==> config.mk <==
export PLATFORM = sky130hd
export DESIGN_NAME = llc_sweep_ctrl
export DESIGN_NICKNAME = d
export VERILOG_FILES = /design/src/rtl/llc_sweep_ctrl.sv
export SDC_FILE = /design/constraint.sdc
export NUM_CORES = 1
export LEC_CHECK = 0
export BUFFER_PORTS_ARGS = -buffer_cell sky130_fd_sc_hd__buf_2
export CAP_MARGIN = 10
export CORE_MARGIN = 2
export CORE_UTILIZATION = 35
export DETAILED_ROUTE_END_ITERATION = 16
export SETUP_SLACK_MARGIN = 0.3
export SLEW_MARGIN = 0
export SYNTH_ARGS = -nofsm -noshare
export SYNTH_HDL_FRONTEND = slang
export SYNTH_SLANG_ARGS = --single-unit
==> constraint.sdc <==
create_clock -name clk -period 1.9 [get_ports clk]
set_clock_uncertainty 0.2 [all_clocks]
set_input_delay 0.285 -clock clk [delete_from_list [all_inputs] [get_ports clk]]
set_output_delay 0.285 -clock clk [all_outputs]
set_load 0.1 [all_outputs]
==> src/rtl/llc_sweep_ctrl.sv <==
// llc_sweep_ctrl: shares the LLC input decoder's pass trigger (decode_en) between
// normal traffic passes and reset/flush sweeps that walk every LLC set.
// Optional build macro LLC_SWEEP_TIMEOUT_EN adds a per-pass WAIT timeout with a
// sticky sweep_err output.
module llc_sweep_ctrl #(
  parameter int SET_BITS       = 8,
  parameter int TIMEOUT_CYCLES = 255
) (
  input  logic                clk,
  input  logic                rst,
  input  logic                norm_req_valid,
  output logic                norm_req_ready,
  input  logic                sweep_req_valid,
  input  logic                sweep_req_is_flush,
  output logic                sweep_req_ready,
  output logic                decode_en,
  input  logic                pass_done,
  input  logic                incr_rst_flush_stalled_set,
  input  logic                clr_rst_stall,
  input  logic                clr_flush_stall,
  output logic                rst_stall,
  output logic                flush_stall,
  output logic [SET_BITS-1:0] rst_flush_stalled_set,
  output logic                sweep_done,
`ifdef LLC_SWEEP_TIMEOUT_EN
  output logic                sweep_err,
`endif
  output logic                busy
);

  typedef enum logic [2:0] {
    IDLE      = 3'd0,
    NORM_WAIT = 3'd1,
    SWP_ISSUE = 3'd2,
    SWP_WAIT  = 3'd3,
    SWP_DONE  = 3'd4
  } state_t;

  localparam logic [SET_BITS-1:0] SET_LAST = '1;

  state_t              state_q, state_d;
  logic [SET_BITS-1:0] set_q, set_d;
  logic                rst_stall_q, rst_stall_d;
  logic                flush_stall_q, flush_stall_d;
  logic                decode_en_q, decode_en_d;
  logic                sweep_acc, norm_acc;
  logic                clr_match;

`ifdef LLC_SWEEP_TIMEOUT_EN
  localparam int CNT_W = $clog2(TIMEOUT_CYCLES + 1);
  localparam logic [CNT_W-1:0] TMO_MAX  = CNT_W'(TIMEOUT_CYCLES);
  localparam logic [CNT_W-1:0] TMO_LAST = CNT_W'(TIMEOUT_CYCLES - 1);

  logic [CNT_W-1:0] tmo_cnt_q, tmo_cnt_d;
  logic             sweep_err_q, sweep_err_d;
  logic             in_wait;
  logic             tmo_hit;
`endif

  // Requests are only granted from IDLE and never while reset is asserted; sweep wins ties.
  assign sweep_req_ready = rst && (state_q == IDLE);
  assign norm_req_ready  = rst && (state_q == IDLE) && !sweep_req_valid;
  assign sweep_acc       = sweep_req_valid && sweep_req_ready;
  assign norm_acc        = norm_req_valid && norm_req_ready;

  // A sweep ends only on the clear that matches its own kind, and only at the last set.
  assign clr_match = (rst_stall_q && clr_rst_stall) || (flush_stall_q && clr_flush_stall);

  assign decode_en             = decode_en_q;
  assign rst_stall             = rst_stall_q;
  assign flush_stall           = flush_stall_q;
  assign rst_flush_stalled_set = set_q;
  assign sweep_done            = (state_q == SWP_DONE);
  assign busy                  = (state_q != IDLE);

`ifdef LLC_SWEEP_TIMEOUT_EN
  assign sweep_err = sweep_err_q;
  assign in_wait   = (state_q == NORM_WAIT) || (state_q == SWP_WAIT);
  assign tmo_hit   = in_wait && !pass_done && (tmo_cnt_q == TMO_LAST);

  // WAIT-cycle counter: restarts on every WAIT entry and saturates instead of wrapping.
  always_comb begin
    tmo_cnt_d = '0;
    if (in_wait) begin
      tmo_cnt_d = (tmo_cnt_q == TMO_MAX) ? tmo_cnt_q : tmo_cnt_q + 1'b1;
    end
  end
`endif

  // Next-state and next-control computation for the scheduler FSM.
  always_comb begin
    state_d       = state_q;
    set_d         = set_q;
    rst_stall_d   = rst_stall_q;
    flush_stall_d = flush_stall_q;
`ifdef LLC_SWEEP_TIMEOUT_EN
    sweep_err_d   = sweep_err_q;
`endif
    case (state_q)
      IDLE: begin
        if (sweep_acc) begin
          set_d         = '0;
          rst_stall_d   = !sweep_req_is_flush;
          flush_stall_d = sweep_req_is_flush;
          state_d       = SWP_ISSUE;
        end else if (norm_acc) begin
          state_d = NORM_WAIT;
        end
      end
      NORM_WAIT: begin
        if (pass_done) state_d = IDLE;
      end
      SWP_ISSUE: begin
        state_d = SWP_WAIT;
      end
      SWP_WAIT: begin
        if (pass_done) begin
          if (incr_rst_flush_stalled_set) set_d = set_q + 1'b1;
          if ((set_q == SET_LAST) && clr_match) begin
            rst_stall_d   = 1'b0;
            flush_stall_d = 1'b0;
            state_d       = SWP_DONE;
          end else begin
            state_d = SWP_ISSUE;
          end
        end
      end
      SWP_DONE: begin
        state_d = IDLE;
      end
      default: begin
        state_d = IDLE;
      end
    endcase
`ifdef LLC_SWEEP_TIMEOUT_EN
    // A decoder that never answers aborts the pass (and any sweep) without sweep_done.
    if (tmo_hit) begin
      state_d       = IDLE;
      set_d         = '0;
      rst_stall_d   = 1'b0;
      flush_stall_d = 1'b0;
      sweep_err_d   = 1'b1;
    end
`endif
    // decode_en is registered: one pulse per granted normal pass or per sweep ISSUE cycle.
    decode_en_d = norm_acc || (state_d == SWP_ISSUE);
  end

  // State and control registers with synchronous active-low reset.
  always_ff @(posedge clk) begin
    if (!rst) begin
      state_q       <= IDLE;
      set_q         <= '0;
      rst_stall_q   <= 1'b0;
      flush_stall_q <= 1'b0;
      decode_en_q   <= 1'b0;
`ifdef LLC_SWEEP_TIMEOUT_EN
      tmo_cnt_q     <= '0;
      sweep_err_q   <= 1'b0;
`endif
    end else begin
      state_q       <= state_d;
      set_q         <= set_d;
      rst_stall_q   <= rst_stall_d;
      flush_stall_q <= flush_stall_d;
      decode_en_q   <= decode_en_d;
`ifdef LLC_SWEEP_TIMEOUT_EN
      tmo_cnt_q     <= tmo_cnt_d;
      sweep_err_q   <= sweep_err_d;
`endif
    end
  end

endmodule

Word level (Yosys, flattened, before mapping)

Index checks and enable logic that the tools add are counted.

Latch bits: 0
Input port bits: 9
Output and inout port bits: 15
Bits in writable memories: 0
Register bits: 14
Memories: 0
Word-level logic and storage cells: 48
Memory bits (read-only): 0

Reduce and logical (&&, ||, !) cells: 16
Multiplexer cells: 16
Bitwise logic cells: 0
Divide/modulo/power cells: 0
Equal/unequal tests: 10
Multipliers: 0
Shift-type cells: 0
$add $sub $neg: 1
Order comparisons: 0

Operators by type and width:

| operator                                                         | count |
|---|---|
| 8-bit 2-to-1 mux                                                 | 3 |
| 8-bit case mux with 2 select lines                               | 1 |
| 3-bit 2-to-1 mux                                                 | 5 |
| 3-bit case mux with 4 select lines                               | 1 |
| 3-bit by 2-bit == test with 1-bit output (second input constant) | 3 |
| 8-bit by 1-bit adder with 8-bit output (second input constant)   | 1 |
| 8-bit == test (second input constant)                            | 1 |
| 2-bit != test (second input constant)                            | 4 |
| 4-bit AND reduction                                              | 2 |
| 1-bit logical AND                                                | 7 |
| 1-bit 2-to-1 mux                                                 | 4 |
| 1-bit case mux with 2 select lines                               | 2 |
| 3-bit by 1-bit == test with 1-bit output (second input constant) | 1 |
| 3-bit == test (second input constant)                            | 1 |
| 3-bit logical NOT                                                | 1 |
| 3-bit nonzero test                                               | 1 |
| 1-bit logical NOT                                                | 2 |
| 1-bit logical OR                                                 | 2 |
| 2-bit nonzero test                                               | 1 |

Longest topological paths before layout

Gate-level depths: netlist of run 1.

Depth after elaboration: 9
Depth in mapped cells: 5
Mapped depth without buffers: 5

Worst setup path before layout of run 1

No wires, ideal clock.

Path kind: register to register
From: register state_q[0]
To: register decode_en_q (netlist: decode_en)
Stages on the path, launching flop included: 4
Slack: -1.751 ns
Arrival time: 3.388 ns
Buffers on the path: 0
Required time: 1.637 ns
Clock period less this slack: 3.651 ns
Setup time: 0.063 ns
Path through: dfxtp_1 nor4b_4 nor2b_1 a22o_1

Longest elaborated chain between the ends: 9
Elaborated cells between the ends (all ways): 15
Those cells by class: eq/ne: 4; mux: 5; reduce/logical: 6

Ends and longest elaborated chain:

| item                                     | line | source |
|---|---|---|
| start: declaration                       | 41   | `state_t state_q, state_d;` |
| start signal: assignment                 | 162  | `state_q <= state_d;` |
| 3-bit logical NOT *                      | 61   | `assign sweep_req_ready = rst && (state_q == IDLE);` |
| 1-bit logical AND *                      | 61   |  |
| net sweep_req_ready                      | 15   | `output logic sweep_req_ready,` |
| 1-bit logical AND *                      | 62   | `assign norm_req_ready = rst && (state_q == IDLE) && !sweep_req_valid;` |
| net norm_req_ready                       | 12   | `output logic norm_req_ready,` |
| 1-bit logical AND *                      | 64   | `assign norm_acc = norm_req_valid && norm_req_ready;` |
| 3-bit 2-to-1 mux                         | 106  | `end else if (norm_acc) begin` |
| 3-bit 2-to-1 mux                         | 101  | `if (sweep_acc) begin` |
| 3-bit case mux with 4 select lines       | 99   | `case (state_q)` |
| 3-bit by 2-bit == test with 1-bit output | 146  | `decode_en_d = norm_acc \|\| (state_d == SWP_ISSUE);` |
| 1-bit logical OR *                       | 146  |  |
| end signal: assignment                   | 166  | `decode_en_q <= decode_en_d;` |
| end: declaration                         | 45   | `logic decode_en_q, decode_en_d;` |

The timed path passes the listed nets; every way through them passes the cells marked *.
A chain may end at the register's enable or synchronous reset.

Final worst setup path of run 1

From: register state_q[2]
To: output port norm_req_ready

Longest elaborated chain between the ends: 3

Ends and longest elaborated chain:

| item                            | line |
|---|---|
| 3-bit logical NOT               | 62 |
| 1-bit logical AND (2 in series) | 62 |
| end: declaration                | 12 |

Every way passes these cells.

==> results of run 1 <==
## power by group through the flow
stage	Sequential, mW	Combinational [mW]	Clock (mW)
global route	0.313	0.233	0.204
CTS	0.311	0.209	0.187
global placement	0.317	0.186	0
floorplan	0.362	0.0897	0
detailed placement	0.317	0.187	0
finish	0.311	0.224	0.180
## critical path, cell delays in order, from the launching register on
cell and delay [ns]:
sky130_fd_sc_hd__dfxtp_2 0.36, sky130_fd_sc_hd__nor4b_4 0.34, sky130_fd_sc_hd__nor2b_4 0.24, sky130_fd_sc_hd__buf_12 0.19
## through the flow
step | std cells | hold slack [ns]
after floorplan | 72 | 0.1912
after global placement | 121 | 0.2685
after detailed placement | 121 | 0.2607
after CTS | 134 | 0.02834
after global routing | 135 | 0.04103
final | 135 | 0.03792
## cells in the mapped netlist (2+ instances only)
library cell | n | share of area
sky130_fd_sc_hd__and2_1 | 2 | 0.019
sky130_fd_sc_hd__dfxtp_1 | 14 | 0.42
sky130_fd_sc_hd__a21boi_0 | 2 | 0.023
sky130_fd_sc_hd__nand2_1 | 7 | 0.040
sky130_fd_sc_hd__nor2_1 | 4 | 0.023
sky130_fd_sc_hd__o31ai_1 | 2 | 0.023
sky130_fd_sc_hd__xor2_1 | 3 | 0.040
sky130_fd_sc_hd__or4_1 | 3 | 0.034
sky130_fd_sc_hd__a21oi_1 | 3 | 0.023
sky130_fd_sc_hd__o21ai_0 | 4 | 0.030
sky130_fd_sc_hd__nand4_1 | 5 | 0.047
sky130_fd_sc_hd__or3_1 | 2 | 0.019
sky130_fd_sc_hd__nor2b_1 | 3 | 0.028
sky130_fd_sc_hd__nand3_1 | 4 | 0.030
## flip-flops by register name (all words and copies together) (netlist names)
| register | count |
|---|---|
| decode_en | 1 |
| flush_stall | 1 |
| rst_flush_stalled_set | 8 |
| rst_stall | 1 |
| state_q | 3 |
## kinds of logic (layout without fill, tap and decap cells)
kind of cell	Yosys count	count (layout)	share of synthesized area
DFF	14	14	0.4226
and+or+nand+nor	38	38	0.3566
xor gates and xnor gates	3	3	0.03963
buffers and inverters	1	39	0.007540
AOI/OAI and AO/OA	15	15	0.1547
adders and majority gates	1	1	0.01886
## final cells by class
type,count,area share
Timing Repair Buffer,35,0.2520
Sequential cell,14,0.2885
Tap cell,25,0.02851
Multi-Input combinational cell,57,0.4071
Clock buffer,4,0.02395
## layer usage
| metal | part of all wire | GRT usage |
|---|---|---|
| met3 | 0.041 | 0.03396 |
| met2 | 0.46 | 0.2459 |
| met1 | 0.48 | 0.2301 |
| met5 | 0 | 0 |
| met4 | 0.015 | 0.08333 |
## timing repair
action,in CTS,in global routing
gates cloned,0,0
endpoints found under the hold margin,1,0
buffers inserted,8,1
gates resized for setup,12,16
pin swaps,7,3
endpoints found under the setup margin,10,21
hold buffers,1,0
## path summary, 6_finish.rpt
kind | endpoint | slack (ns) | cells past startpoint
worst max-delay path | norm_req_ready | 0.003 | 3
worst min-delay path | decode_en$_SDFF_PN0_ | 0.04 | 2
worst max register to register | rst_flush_stalled_set[5]$_SDFFE_PN0P_ | 0.05 | 5
worst min register to register | rst_flush_stalled_set[7]$_SDFFE_PN0P_ | 0.29 | 2
==> impl_metrics.py, run 1 <==
metrics = {
    "yosys": {
        "synth_sequential_area_ratio": 0.4226,
        "synth.yosys.warnings": 0,
        "synth_edf_count": 0,
        "mappedNetlistArea_um2": 663.1,
        "synthCells": 72,
        "synthesized_area_per_cell_um2": 9.210,
        "ys.flop_type": "sky130_fd_sc_hd__dfxtp_1",
        "yosys_register_bits": 14,
        "synth.lib_cells_used.distinct": 28,
        "async_flop_share": 0,
        "synth_fp_nets": 82,
    },
    "flow_run": {
        "cap_viol_max_count": 0,
    },
    "detailed_routing": {
        "routed_wirelength_um": 1674,
        "drt_first_iter_violations": 8,
        "antenna_left": 0,
        "drcViolationCount": 0,
        "route.detailed.wl_per_inst_um": 12.40,
        "dr_total_vias": 679,
        "first_pass_iters": 4,
        "vias_per_cell": 5.030,
    },
    "timing": {
        "fmax_ghz": 0.5271,
        "layout_worst_path_cycle_share": 0.9984,
        "setup_viol": 0,
        "worst_pin_slew_ns": 0.4849,
        "fin_ws_ns": 0.002946,
        "maxSlewViolCount": 0,
        "tns_ns": 0,
        "report.final.hold_viol_count": 0,
        "finalWorstPathRequiredPeriod_ns": 1.897,
        "max-slew-margin-rel": 0.6790,
        "rsz0062_at_grt": "yes",
    },
    "cells_and_area": {
        "register_area_um2": 316.6,
        "finish.net_count": 121,
        "synthToLayoutAreaGrowth_pct": 65.47,
        "core_utilization_of_the_finished_layout": 0.6287,
        "layout-drive-gt1-share": 0.5727,
        "layout_common_cells": "sky130_fd_sc_hd__buf_2, sky130_fd_sc_hd__buf_4, sky130_fd_sc_hd__clkbuf_4",
        "n_fill_cell": 154,
        "mostFrequentLayoutCell": "sky130_fd_sc_hd__buf_2",
        "post_route_cell_area_um2": 1097,
        "footprint_of_the_multi_input_gates_um2": 446.7,
        "num_antenna_cells": 0,
    },
    "clock_network": {
        "max-clock-path-buffers": 2,
        "numClockSinks": 14,
        "clock_root_cell": "sky130_fd_sc_hd__clkbuf_4",
        "cts_max_level": 1,
        "numCtsBuffers": 3,
        "insertion_delay_ns": 0.28,
        "cts_tree": "yes",
        "path_clk_slew_ns": 0.08,
    },
    "global_routing": {
        "number_of_global_route_vias_before_repair": 588,
        "globalRouteOverflowTotal": 0,
        "grt_first_pass_wirelength_um": 2587,
        "grtUsageTotal": 0.1669,
        "largest_net_degree_at_the_start_of_global_routing": 9,
        "antenna_found_initial": 0,
    },
    "status": {
        "outcome": "complete, no violations",
    },
    "min_path": {
        "holdCritPathClass": "input pin to flip-flop",
        "min-delay-start": "norm_req_valid",
    },
    "die": {
        "placement_rows": 15,
        "dieArea_um2": 2259,
        "die_x_um": 47.53,
        "floorplan.io_pins": 24,
        "core_region_area_um2": 1745,
        "initial_core_util": 0.3799,
        "die_height_um": 47.53,
    },
    "power_and_ir_drop": {
        "cell_area_power_density_nw_per_um2": 650.6,
        "overall_power_mw": 0.7140,
        "internal_power_mw": 0.4555,
        "p_comb_frac": 0.313,
        "p_sw_frac": 0.3620,
        "cellLeakagePower_nw": 0.4503,
        "power_frac_clock": 0.252,
        "p_switching_mw": 0.2584,
        "vdd.ir_drop.worst_mv": 0.5088,
        "sequentialPowerShare": 0.435,
    },
    "setup_path": {
        "critical_path_required_ns": 1.41,
        "cp.arrival_ns": 1.41,
        "criticalPathCategory": "flip-flop to output port",
        "setup.worst_path.start_class": "flip-flop",
        "crit_path_start": "state_q[2]$_SDFF_PN0_",
        "worstReg2RegStart": "state_q[2]$_SDFF_PN0_",
        "critical_path.max_fanout": 6,
        "worstSetupEndpointType": "output port",
    },
    "placed_design": {
        "placedInstanceArea_um2": 894.6,
        "place_congestion": 0.7854,
        "io_buffer_count": 23,
        "placement.setup.worst_slack_ns": 0.05698,
        "dp.final_hpwl_um": 1174,
    },
}
Power figures use the tool's default switching activity.
==> inputs of run 2 (changes only) <==
ABC_AREA = 1   (was not set)
==> run 2 against run 1 <==
- worst hold slack better by 0.040 ns
- design area grew 10%
- core utilization is 7.2 points lower
- non-clock buffer count shrank 7
- register-to-register slack improved by 0.17 ns
- die area grew 17%
- first-iteration DRC count rose to 2.8 times the previous value
- synthesized cell count up 67%
- largest power group unchanged
- maximum frequency grew 9.4%
- synthesized area increased by 18%
- highest routed layer unchanged
- clock power about the same
==> impl_metrics.py, run 2 <==
metrics = {
    "power_and_ir_drop": {
        "cellLeakagePower_nw": 0.5334,
        "p_comb_frac": 0.339,
        "sequentialPowerShare": 0.415,
        "internal_power_mw": 0.4421,
        "vdd.ir_drop.worst_mv": 0.3451,
        "p_sw_frac": 0.3915,
        "power_frac_clock": 0.246,
        "p_switching_mw": 0.2844,
        "cell_area_power_density_nw_per_um2": 601.7,
        "overall_power_mw": 0.7265,
    },
    "placed_design": {
        "place_inst": 170,
        "placedInstanceArea_um2": 1085,
        "place_congestion": 0.8441,
        "io_buffer_count": 23,
        "dp.final_hpwl_um": 1470,
        "placement.setup.worst_slack_ns": 0.3180,
    },
    "setup_path": {
        "slowest_stage": "sky130_fd_sc_hd__dfxtp_4",
        "critical_path.max_fanout": 3,
        "setup.worst_path.start_class": "flip-flop",
        "criticalPathCategory": "flip-flop to output port",
        "worst_r2r_path_depth": 8,
        "critical_path.cell_chain": "nor2_4, nand2_8, nor3_4, buf_12",
        "worstReg2RegStart": "state_q[0]$_SDFF_PN0_",
        "crit_path_max_incr_delay_ns": 0.36,
        "cp.arrival_ns": 1.25,
        "critical_path_required_ns": 1.41,
        "timing.reg2reg.setup_slack_ns": 0.22,
        "worstSetupEndpointType": "output port",
        "crit_path_start": "state_q[0]$_SDFF_PN0_",
        "worst_r2r_endpoint": "rst_flush_stalled_set[2]$_SDFFE_PN0P_",
    },
    "timing": {
        "worst_pin_slew_ns": 0.4864,
        "holdWs_ns": 0.07774,
        "finalWorstPathRequiredPeriod_ns": 1.734,
        "report.final.hold_viol_count": 0,
        "setup_viol": 0,
        "rsz0062_at_grt": "yes",
        "fin_ws_ns": 0.1661,
        "max-slew-margin-rel": 0.6780,
        "layout_worst_path_cycle_share": 0.9126,
        "maxSlewViolCount": 0,
        "tns_ns": 0,
        "fmax_ghz": 0.5767,
    },
    "global_routing": {
        "largest_net_degree_at_the_start_of_global_routing": 12,
        "antenna_found_initial": 0,
        "grtUsageTotal": 0.1680,
        "grt_first_pass_wirelength_um": 3325,
        "globalRouteOverflowTotal": 0,
        "number_of_global_route_vias_before_repair": 769,
    },
    "clock_network": {
        "insertion_delay_ns": 0.28,
        "numCtsBuffers": 3,
        "post_cts_hold_buffer_count": 0,
        "cts_max_level": 1,
        "max-clock-path-buffers": 2,
        "cts_tree": "yes",
        "numClockSinks": 14,
        "path_clk_slew_ns": 0.09,
        "clock_root_cell": "sky130_fd_sc_hd__clkbuf_4",
    },
    "flow_run": {
        "cap_viol_max_count": 0,
    },
    "yosys": {
        "most_numerous_cell_in_the_yosys_netlist": "sky130_fd_sc_hd__nand2_1",
        "yosys_register_bits": 14,
        "mappedNetlistArea_um2": 785.8,
        "synthCells": 120,
        "synth.yosys.warnings": 0,
        "synth_fp_nets": 130,
        "synth_simple_gate_area_frac": 0.4204,
        "synth_area_leaders": "sky130_fd_sc_hd__dfxtp_1, sky130_fd_sc_hd__nand2_1, sky130_fd_sc_hd__inv_1",
        "synth_edf_count": 0,
        "synth_common_cells": "sky130_fd_sc_hd__nand2_1, sky130_fd_sc_hd__inv_1, sky130_fd_sc_hd__dfxtp_1, sky130_fd_sc_hd__nor2_1, sky130_fd_sc_hd__a21oi_1",
        "synthMuxAreaShare": 0,
        "synth_top_family_by_area": "simple AND/OR/NAND/NOR gates",
        "synth_largest_type_area_fraction": 0.3567,
        "synth_xor_area_frac": 0.01115,
        "ys.flop_type": "sky130_fd_sc_hd__dfxtp_1",
        "synthDominantAreaCellType": "sky130_fd_sc_hd__dfxtp_1",
        "async_flop_share": 0,
        "synth.lib_cells_used.distinct": 21,
        "synth_fa_ha_area_frac": 0.01592,
        "synthesized_area_per_cell_um2": 6.548,
        "synth_sequential_area_ratio": 0.3567,
        "synth-compound-area-share": 0.08599,
    },
    "die": {
        "die_height_um": 51.38,
        "core_region_area_um2": 2170,
        "initial_core_util": 0.3622,
        "dieArea_um2": 2640,
        "die_x_um": 51.38,
        "placement_rows": 17,
        "floorplan.io_pins": 24,
    },
    "min_path": {
        "min-delay-start": "norm_req_valid",
        "worst_hold_path.num_cells": 3,
        "holdCritPathClass": "input pin to flip-flop",
        "hold_endpoint": "decode_en$_SDFF_PN0_",
    },
    "cells_and_area": {
        "core_utilization_of_the_finished_layout": 0.5565,
        "post_route_cell_area_um2": 1207,
        "layout-drive-gt1-share": 0.4408,
        "layoutNonFillerInstCount": 180,
        "num_antenna_cells": 0,
        "layout_common_cells": "sky130_fd_sc_hd__nand2_1, sky130_fd_sc_hd__inv_1, sky130_fd_sc_hd__buf_2",
        "synthToLayoutAreaGrowth_pct": 53.66,
        "mostFrequentLayoutCell": "sky130_fd_sc_hd__nand2_1",
        "finish.net_count": 163,
        "largest_register_ff_count": 8,
    },
    "detailed_routing": {
        "first_pass_iters": 5,
        "routed_wirelength_um": 1930,
        "drcViolationCount": 0,
        "drt_first_iter_violations": 22,
        "route.detailed.wl_per_inst_um": 10.72,
        "dr_total_vias": 848,
        "vias_per_cell": 4.711,
        "antenna_left": 0,
    },
    "status": {
        "outcome": "complete, no violations",
    },
}
## run 2: changes by cell type after synthesis, sizes merged, moves of 3 or more
| cell | delta |
|---|---|
| or4 | -3 |
| a21oi | +5 |
| nor2b | -3 |
| inv | +20 |
| nor2 | +13 |
| nor3 | +7 |
| nand2 | +25 |
| xor2 | -3 |
| nand3 | +5 |
## run 2: layout make-up
| cell class | instances | area (um^2) |
|---|---|---|
| inverters | 20 | 77.57 |
| clock inverters | 1 | 3.754 |
| well taps | 28 | 35.03 |
| multi-input cells | 86 | 525.5 |
| flip-flops and latches | 14 | 321.6 |
| clock buffers | 3 | 22.52 |
| repair buffers | 28 | 221.5 |
| fillers | 225 | 962.2 |
## run 2: routing by layer
layer / vias to the layer above / wire (um) / track usage
li1: 452 / - / -
met1: 365 / 939 / 0.2298
met2: 29 / 858 / 0.2415
met3: 2 / 117 / 0.05848
met4: 0 / 15 / 0.06140
met5: - / 0 / 0
## run 2: power by group through the flow
stage | combinational [mW] | sequential (mW) | clock, mW
after floorplan | 0.125 | 0.358 | 0
after CTS | 0.233 | 0.302 | 0.184
after detailed placement | 0.218 | 0.313 | 0
after global placement | 0.218 | 0.313 | 0
after global routing | 0.262 | 0.304 | 0.201
final | 0.246 | 0.302 | 0.179
## run 2: what timing repair did
| item | 4_1_cts | 5_1_grt |
|---|---|---|
| resized for setup | 7 | 10 |
| setup endpoints to repair | 4 | 20 |
| buffers inserted | 3 | 2 |
| gates cloned | 0 | 1 |
| pin swaps | 3 | 1 |
## run 2: worst max-delay path, delay by kind of cell, from the launching register on
kind                   cells  cell delay (ns)
and+or+nand+nor            3             0.41
DFF                        1             0.36
buffers and inverters      1             0.20
## run 2: cell families after synthesis
kind of cell               Yosys count
AOI/OAI and AO/OA                   13
and+or+nand+nor                     70
xor gates and xnor gates             1
DFF                                 14
adders and majority gates            1
buffers and inverters               21
## run 2: how the worst max path moves through the flow
stage | cells past startpoint | endpoint
finish | 4 | norm_req_ready
global route | 4 | norm_req_ready
CTS | 4 | norm_req_ready
detailed placement | 4 | norm_req_ready
global placement | 4 | norm_req_ready
floorplan | 3 | norm_req_ready
